===== src/rtl/axi_rd_arb.sv =====
// -----------------------------------------------------------------------------
// axi_rd_arb
// Round-robin arbiter that drains NUM_REQ show-ahead address FIFOs onto one AXI
// read-address channel. Each issued beat is copied into a transaction-tracking
// FIFO. An outstanding counter limits how many transactions can be in flight.
//
// Ports
//   clk, reset        : rising-edge clock, asynchronous active-high reset
//   req_fifo_empty    : per-requester empty flags
//   req_fifo_rddata   : packed FIFO heads, 97 bits per requester
//   req_fifo_rd       : one-hot pop pulse, issued in the grant cycle
//   axi_ax*           : AXI address channel (valid/ready, id, addr, len, size)
//   rsp_done          : one-cycle pulse, one outstanding transaction completed
//   transfifo_wr/data : tracking FIFO write, pulses on the address handshake
//   grant_id          : requester that owns the current beat
//   outstanding_cnt   : issued-but-uncompleted transaction count
//   err_underflow     : sticky, set by rsp_done while nothing is outstanding
// -----------------------------------------------------------------------------
module axi_rd_arb #(
   parameter  int NUM_REQ         = 4,
   parameter  int MAX_OUTSTANDING = 8,
   localparam int GW              = (NUM_REQ > 1) ? $clog2(NUM_REQ) : 1
) (
   input  logic                   clk,
   input  logic                   reset,
   input  logic [NUM_REQ-1:0]     req_fifo_empty,
   input  logic [NUM_REQ*97-1:0]  req_fifo_rddata,
   output logic [NUM_REQ-1:0]     req_fifo_rd,
   input  logic                   axi_axready,
   output logic                   axi_axvalid,
   output logic [5:0]             axi_aid,
   output logic [63:0]            axi_addr,
   output logic [7:0]             axi_alen,
   output logic [2:0]             axi_asize,
   input  logic                   rsp_done,
   output logic                   transfifo_wr,
   output logic [96:0]            transfifo_wrdata,
   output logic [GW-1:0]          grant_id,
   output logic [7:0]             outstanding_cnt,
   output logic                   err_underflow
);

   typedef struct packed {
      logic [15:0] tag;
      logic [2:0]  asize;
      logic [7:0]  alen;
      logic [5:0]  aid;
      logic [63:0] addr;
   } entry_t;

   typedef enum logic [1:0] {IDLE, ISSUE, STALL} state_t;

   localparam logic [7:0] MAX_C = 8'(MAX_OUTSTANDING);

   entry_t [NUM_REQ-1:0] heads;
   assign heads = req_fifo_rddata;

   state_t          state_q, state_d;
   entry_t          entry_q, entry_d;
   logic [GW-1:0]   grant_q, grant_d;
   logic [GW-1:0]   last_grant_q, last_grant_d;
   logic [7:0]      cnt_q, cnt_d;
   logic            err_q, err_d;

   logic            pending, room, grant_en, hs;
   logic            hi_found;
   logic [GW-1:0]   lo_idx, hi_idx, win_idx;

   assign pending = |(~req_fifo_empty);
   assign room    = (cnt_q < MAX_C);

   // Round-robin search from last_grant+1: the lowest non-empty index above the
   // last grant wins; if none exists the search wraps to the lowest overall.
   always_comb begin
      lo_idx   = '0;
      hi_idx   = '0;
      hi_found = 1'b0;
      for (int i = NUM_REQ-1; i >= 0; i--) begin
         if (!req_fifo_empty[i]) begin
            lo_idx = GW'(i);
            if (GW'(i) > last_grant_q) begin
               hi_idx   = GW'(i);
               hi_found = 1'b1;
            end
         end
      end
      win_idx = hi_found ? hi_idx : lo_idx;
   end

   // ---------------- FSM: state register ----------------
   always_ff @(posedge clk or posedge reset) begin
      if (reset) state_q <= IDLE;
      else       state_q <= state_d;
   end

   // ---------------- FSM: next state ----------------
   always_comb begin
      state_d = state_q;
      case (state_q)
         IDLE:    if (pending && room) state_d = ISSUE;
                  else if (pending)    state_d = STALL;
         ISSUE:   if (axi_axready)     state_d = IDLE;
         STALL:   if (room)            state_d = IDLE;
         default:                      state_d = IDLE;
      endcase
   end

   // ---------------- FSM: outputs ----------------
   // The pop is combinational so the FIFO head is consumed in the same cycle it
   // is captured; reset gates it because state_q reads IDLE during reset.
   always_comb begin
      grant_en     = (state_q == IDLE) && pending && room && !reset;
      hs           = (state_q == ISSUE) && axi_axready;
      axi_axvalid  = (state_q == ISSUE);
      transfifo_wr = hs;
      for (int i = 0; i < NUM_REQ; i++)
         req_fifo_rd[i] = grant_en && (win_idx == GW'(i));
   end

   // ---------------- datapath next state ----------------
   always_comb begin
      entry_d      = entry_q;
      grant_d      = grant_q;
      last_grant_d = last_grant_q;
      cnt_d        = cnt_q;
      err_d        = err_q;
      if (grant_en) begin
         entry_d = heads[win_idx];
         grant_d = win_idx;
      end
      if (hs) last_grant_d = grant_q;
      // Handshake and completion in the same cycle cancel out.
      case ({hs, rsp_done})
         2'b10:   cnt_d = cnt_q + 8'd1;
         2'b01:   if (cnt_q != 8'd0) cnt_d = cnt_q - 8'd1;
                  else               err_d = 1'b1;
         default: cnt_d = cnt_q;
      endcase
   end

   always_ff @(posedge clk or posedge reset) begin
      if (reset) begin
         entry_q      <= '0;
         grant_q      <= '0;
         last_grant_q <= GW'(NUM_REQ-1);
         cnt_q        <= '0;
         err_q        <= 1'b0;
      end else begin
         entry_q      <= entry_d;
         grant_q      <= grant_d;
         last_grant_q <= last_grant_d;
         cnt_q        <= cnt_d;
         err_q        <= err_d;
      end
   end

   assign axi_addr         = entry_q.addr;
   assign axi_aid          = entry_q.aid;
   assign axi_alen         = entry_q.alen;
   assign axi_asize        = entry_q.asize;
   assign transfifo_wrdata = entry_q;
   assign grant_id         = grant_q;
   assign outstanding_cnt  = cnt_q;
   assign err_underflow    = err_q;

endmodule


===== config.mk =====
export PLATFORM = sky130hd
export DESIGN_NAME = axi_rd_arb
export DESIGN_NICKNAME = d
export VERILOG_FILES = /design/src/rtl/axi_rd_arb.sv
export SDC_FILE = /design/constraint.sdc
export NUM_CORES = 1
export LEC_CHECK = 0
export BUFFER_PORTS_ARGS = -buffer_cell sky130_fd_sc_hd__buf_2
export CORE_AREA = 2 2 233 235
export CTS_CLUSTER_DIAMETER = 40
export DETAILED_ROUTE_END_ITERATION = 8
export DIE_AREA = 0 0 235 237
export PLACE_DENSITY = 0.36
export SLEW_MARGIN = 5
export SYNTH_ARGS = -nofsm -noshare
export SYNTH_HDL_FRONTEND = slang
export SYNTH_SLANG_ARGS = --single-unit

===== constraint.sdc =====
create_clock -name clk -period 3.1 [get_ports clk]
set_input_delay 0 -clock clk [delete_from_list [all_inputs] [get_ports clk]]
set_output_delay 0 -clock clk [all_outputs]
set_load 0.02 [all_outputs]

# [After elaboration in Yosys (flattened, before gate mapping)]
# Index checks and enable logic that the tools add are counted.
[classes] n_addsub=2 n_lt_le_gt_ge=6 eq_ne=11 muxes=30 n_bitwise=2 n_reduce_logical=18
[ops] cell="$bmux 97 s2" n=1
[ops] cell="$mux 97" n=1
[ops] cell="$mux 2" n=17
[ops] cell="$pmux 8 s2" n=1
[ops] cell="$logic_and 1x1->1" n=9
[ops] cell="$add 8x1->8 const B" n=1
[ops] cell="$eq 2x2->1 const B" n=4
[ops] cell="$lt 8x4->1 const B" n=1
[ops] cell="$mux 1" n=8
[ops] cell="$mux 8" n=1
[ops] cell="$reduce_bool 8->1" n=1
[ops] cell="$sub 8x1->8 const B" n=1
[ops] cell="$eq 2x1->1 const B" n=3
[ops] cell="$ne 2x2->1 const B" n=3
[ops] cell="$pmux 2 s3" n=1
[ops] cell="$gt 1x2->1 const A" n=2
[ops] cell="$gt 2x2->1 const A" n=2
[ops] cell="$logic_not 2->1" n=2
[ops] cell="$not 4->4" n=1
[ops] cell="$reduce_and 2->1" n=2
[ops] cell="$reduce_or 4->1" n=1
[ops] cell="$lt 2x3->1 const B" n=1
[ops] cell="$ne 3x3->1 const B" n=1
[ops] cell="$reduce_and 3->1" n=1
[ops] cell="other kinds (3)" n=3
[word_totals] regBits=112 input_bits=396 output_inout_bits=195 wordCells=79

# [Longest topological paths before layout]
[depth] word_depth=12 depth_mapped=9

# [Least setup slack after synthesis]
# No wires, ideal clock.
[synth_timing] kind="flip-flop to flip-flop" start="register state_q[0]" end="register cnt_q[6] (netlist: outstanding_cnt[6])" setup_ps=134 arrival_time_ps=1881 t_required_ps=2966 slack_ps=1085 stages_incl_launch_ff=10 period_less_slack_ps=2015 cell_sequence="dfrtp_1 nand3b_1 clkbuf_1 nand2_1 xnor2_1 ha_1 nor4_1 and4_1 o22ai_1 xnor2_1"
[synth_between] elab_chain_len=5 word_cells_on_any_way=8 cone_classes="4 x eq/ne; 1 x mux; 3 x reduce/logical"
[synth_rtl] element="start, declared" line="58" text="state_t state_q, state_d;"
[synth_rtl] element="start signal, assigned" line="93" text="else state_q <= state_d;"
[synth_rtl] element="$eq 2x1->1 *" line="113" text="hs = (state_q == ISSUE) && axi_axready;"
[synth_rtl] element="$logic_and 1x1->1 *" line="113"
[synth_rtl] element="$eq 2x1->1 or $eq 2x2->1 (tied branches)" line="133" text="case ({hs, rsp_done})"
[synth_rtl] element="$ne 2x2->1 (no source line) or $reduce_bool 2->1 (tied branches)"
[synth_rtl] element="$reduce_and 2->1 (no source line)"
[synth_rtl] element="end signal, assigned" line="152" text="cnt_q <= cnt_d;"
[synth_rtl] element="end, declared" line="62" text="logic [7:0] cnt_q, cnt_d;"
# Mark *: on every way between the ends. The rest lies on a longest branch, timed or not.
# A chain may end at the register's enable or synchronous reset.

# [Worst setup path in the final report]
[layout_timing] start="register last_grant_q[0]" end="register entry_q (netlist bit axi_addr[3])"
[layout_between] elab_chain_len=12 word_cells_on_any_way=23 cone_classes="4 x order compare; 19 x mux"
[layout_rtl] element="start, declared" line="61" text="logic [GW-1:0] last_grant_q, last_grant_d;"
[layout_rtl] element="start signal, assigned" line="145" text="last_grant_q <= GW'(NUM_REQ-1);"
[layout_rtl] element="start signal, assigned" line="151" text="last_grant_q <= last_grant_d;"
[layout_rtl] element="$gt 2x2->1" line="81" text="if (GW'(i) > last_grant_q) begin"
[layout_rtl] element="$mux 2 or $mux 1 (tied branches)" line="81"
[layout_rtl] element="$mux 2 or $mux 1 (tied branches)" line="79" text="if (!req_fifo_empty[i]) begin"
[layout_rtl] element="$mux 2 or $mux 1 (tied branches)" line="81"
[layout_rtl] element="$mux 2 or $mux 1 (tied branches)" line="79"
[layout_rtl] element="$mux 2 or $mux 1 (tied branches)" line="81"
[layout_rtl] element="$mux 2 or $mux 1 (tied branches)" line="79"
[layout_rtl] element="$mux 2 or $mux 1 (tied branches)" line="81"
[layout_rtl] element="$mux 2 or $mux 1 (tied branches)" line="79"
[layout_rtl] element="$mux 2 *" line="87" text="win_idx = hi_found ? hi_idx : lo_idx;"
[layout_rtl] element="$bmux 97 s2 *" line="128" text="entry_d = heads[win_idx];"
[layout_rtl] element="$mux 97 (not written as such) *" line="128"
[layout_rtl] element="end signal, assigned" line="149" text="entry_q <= entry_d;"
[layout_rtl] element="end, declared" line="59" text="entry_t entry_q, entry_d;"
# Mark *: on every way between the ends. The rest lies on a longest branch, timed or not. The select of a mux whose other input is x is not followed.

==> results.json <==
{
  "status": "finished, final reports clean",
  "cp_max_fo": 44,
  "fin_nets": 1815,
  "wl_per_cell_um": 18.2,
  "multi_input_area_um2": 3110,
  "finClkSkew_ns": 0.0129,
  "synthCells": 764,
  "r2r_start": "last_grant_q[0]",
  "drt_wl_total_mm": 38.6,
  "die_area_um2": 55700,
  "power.total_uw": 8970,
  "antenna_left": 0,
  "hold_ws_ns": 0.0232,
  "yosysWarnings": 0,
  "final_cell_mix": "buf_2, dlygate4sd3_1, dfrtp_1",
  "rows": 85,
  "critPathKind": "register to register",
  "core-area_um2": 53300,
  "die_x_um": 235,
  "synth_seq_cells": 112,
  "ff2ff_setup_slack_ns": 0.24,
  "synth_edf_count": 0,
  "track_usage_pct": 13.5,
  "synth_top_area_share_pct": 39.8,
  "placed_cell_area_um2": 9990,
  "drt_iter0_drc": 744,
  "gp_congestion": 0.843,
  "synth_nets": 1161,
  "die_y_um": 237,
  "setup_tns_ns": 0,
  "rsz0062_at_grt": "false",
  "syn2layout_area_growth_pct": 77.5,
  "fill_cells": 5945,
  "final_common_cell": "buf_2",
  "synthesis.area_um2": 6910,
  "dpl.hpwl_mm": 27.8,
  "drv_cap": 0,
  "cts_tree": "built",
  "viasPerCell": 4.34,
  "portBuffers": 590,
  "cp-end-kind": "register",
  "r2r-end": "axi_addr[3]",
  "min_period_ns": 2.86,
  "cts.sinks": 112,
  "initial_core_util_pct": 13.0,
  "num_vias": 9225,
  "yosys.area.top_type": "dfrtp_1",
  "timing.final.crit_share_pct": 92.4,
  "htree_levels": 3,
  "synth_area_leaders": "dfrtp_1, a222oi_1, buf_4",
  "arrival_ns": 3.20,
  "syn_avg_cell_area_um2": 9.05,
  "antenna_found_initial": 6,
  "holdPathStages": 3,
  "drt_first_pass_iters": 8,
  "dominantRegCellSynth": "dfrtp_1",
  "slew_viol_final": 0,
  "async_flop_share_pct": 100,
  "drc_errors": 0,
  "clock_latency_ns": 0.39,
  "r2r_cells": 6,
  "grt_pass1_wl_mm": 57.6,
  "path_clk_slew_ns": 0.08,
  "clock_path_buffers": 2,
  "drive_above_1_share_pct": 44.7,
  "ys_seq_area_share_pct": 40.6,
  "io-pin-count": 591,
  "grt_pass1_vias": 9495,
  "setup_viol": 0,
  "worstHoldStart": "req_fifo_rddata[152]",
  "hold_class": "input port to register",
  "regArea_um2": 2810,
  "hold_viol": 0,
  "postCtsSetupBuffers": 0,
  "synth_cell_types": 51,
  "static-leakage-power_uw": 0.00608,
  "tightest_slew_ns": 0.661,
  "crit_start": "last_grant_q[0]",
  "required_ns": 3.43,
  "numCtsBuffers": 9,
  "relSlewSlack_pct": 55.9,
  "grt.overflow.total": 0,
  "grt_max_degree": 111,
  "cp-start-kind": "register",
  "fin_area_um2": 12300,
  "hold_path_end": "axi_addr[55]",
  "cts_root_buf": "clkbuf_16",
  "fmax_mhz": 349,
  "vdd_drop_max_uv": 302,
  "power.density_nw_per_um2": 731
}
[flip-flops by register name, indices dropped and copies added, names as in the netlist]
| name | cells |
|---|---|
| axi_alen | 8 |
| axi_aid | 6 |
| axi_addr | 64 |
| transfifo_wrdata | 16 |
| axi_asize | 3 |
| last_grant_q | 2 |
| grant_id | 2 |
| state_q | 2 |
| outstanding_cnt | 8 |
| err_underflow | 1 |
[Yosys cell counts, types with 2 or more instances]
| master | instances |
|---|---|
| dfrtp_1 | 110 |
| nor2_1 | 102 |
| nand3_1 | 100 |
| a31oi_1 | 99 |
| a222oi_1 | 97 |
| buf_4 | 91 |
| clkbuf_1 | 38 |
| buf_2 | 31 |
| nand2_1 | 15 |
| xnor2_1 | 7 |
| a21oi_1 | 5 |
| nor3_1 | 5 |
| nor4_1 | 5 |
| inv_1 | 4 |
| nand2b_1 | 4 |
| o22ai_1 | 4 |
| nor2b_1 | 3 |
| a2111oi_0 | 2 |
| a211oi_1 | 2 |
| and4_1 | 2 |
| dfstp_2 | 2 |
| mux2_2 | 2 |
| nand3b_1 | 2 |
| nand4_1 | 2 |
| o21ai_0 | 2 |
| or2_2 | 2 |
| or3_1 | 2 |
[per-layer routing]
layer  part of all wire [%]  routed length, um  global-route usage, %  up-vias
met1                     40              15400                   15.8     4492
met4                    3.2               1250                   6.41        2
met5                  0.018                  7                      0        -
met2                     50              19400                   23.5      443
li1                       -                  -                      -     4237
met3                    6.5               2510                   2.77       51
[area by class of cell]
class                   instances  share of cell area, %
flip-flops and latches        112                   22.9
clock buffers                  12                   2.01
clock inverters                 4                  0.245
diodes                          5                  0.102
repair buffers                805                   42.1
inverters                       6                  0.214
well taps                     696                   7.10
multi-input cells             484                   25.4
[per-stage QoR]
step	util [%]	instances	setup slack, ns
detailed placement	18.8	1905	0.605
CTS	23.0	2119	0.0838
global placement	18.8	1905	0.641
floorplan	-	764	0.144
finish	23.0	2124	0.236
global route	23.0	2121	0.0622
[where the power goes]
group	switching (uW)	total (uW)	leakage [uW]	internal [uW]
combinational	2730	4940	0.00449	2210
clock	644	1210	0.000121	570
sequential	713	2820	0.00147	2100
[worst max path at each step]
| stage | endpoint | slack [ns] |
|---|---|---|
| global route | transfifo_wrdata[83] | 0.06 |
| floorplan | axi_addr[0] | 0.14 |
| global placement | axi_alen[1] | 0.64 |
| CTS | axi_alen[5] | 0.08 |
| detailed placement | axi_addr[13] | 0.60 |
| finish | axi_addr[3] | 0.24 |
[kinds of logic (layout without fill, tap and decap cells)]
kind of cell,count (synthesis),in the layout,share of synthesized area (%)
xor gates and xnor gates,8,8,1.01
adders and majority gates,1,1,0.181
and+or+nand+nor,249,249,16.8
buffers and inverters,168,827,14.8
DFF,112,112,40.6
other,0,5,0
muxes,2,2,0.326
AOI/OAI and AO/OA,224,224,26.4
[worst max-delay path: stages (launching register included)]
cell           delay [ns]
dfstp_2              0.68
a21oi_1              0.15
o211ai_4             0.39
buf_4                0.58
a222oi_1             0.20
a31oi_1              0.23
dlygate4sd3_1        0.57
[repair_timing]
action	in CTS	in global routing
setup endpoints to repair	0	40
hold endpoints to repair	131	0
resized for setup	0	1
hold buffers	198	0
No activity file was read; power rests on OpenSTA's default activity.
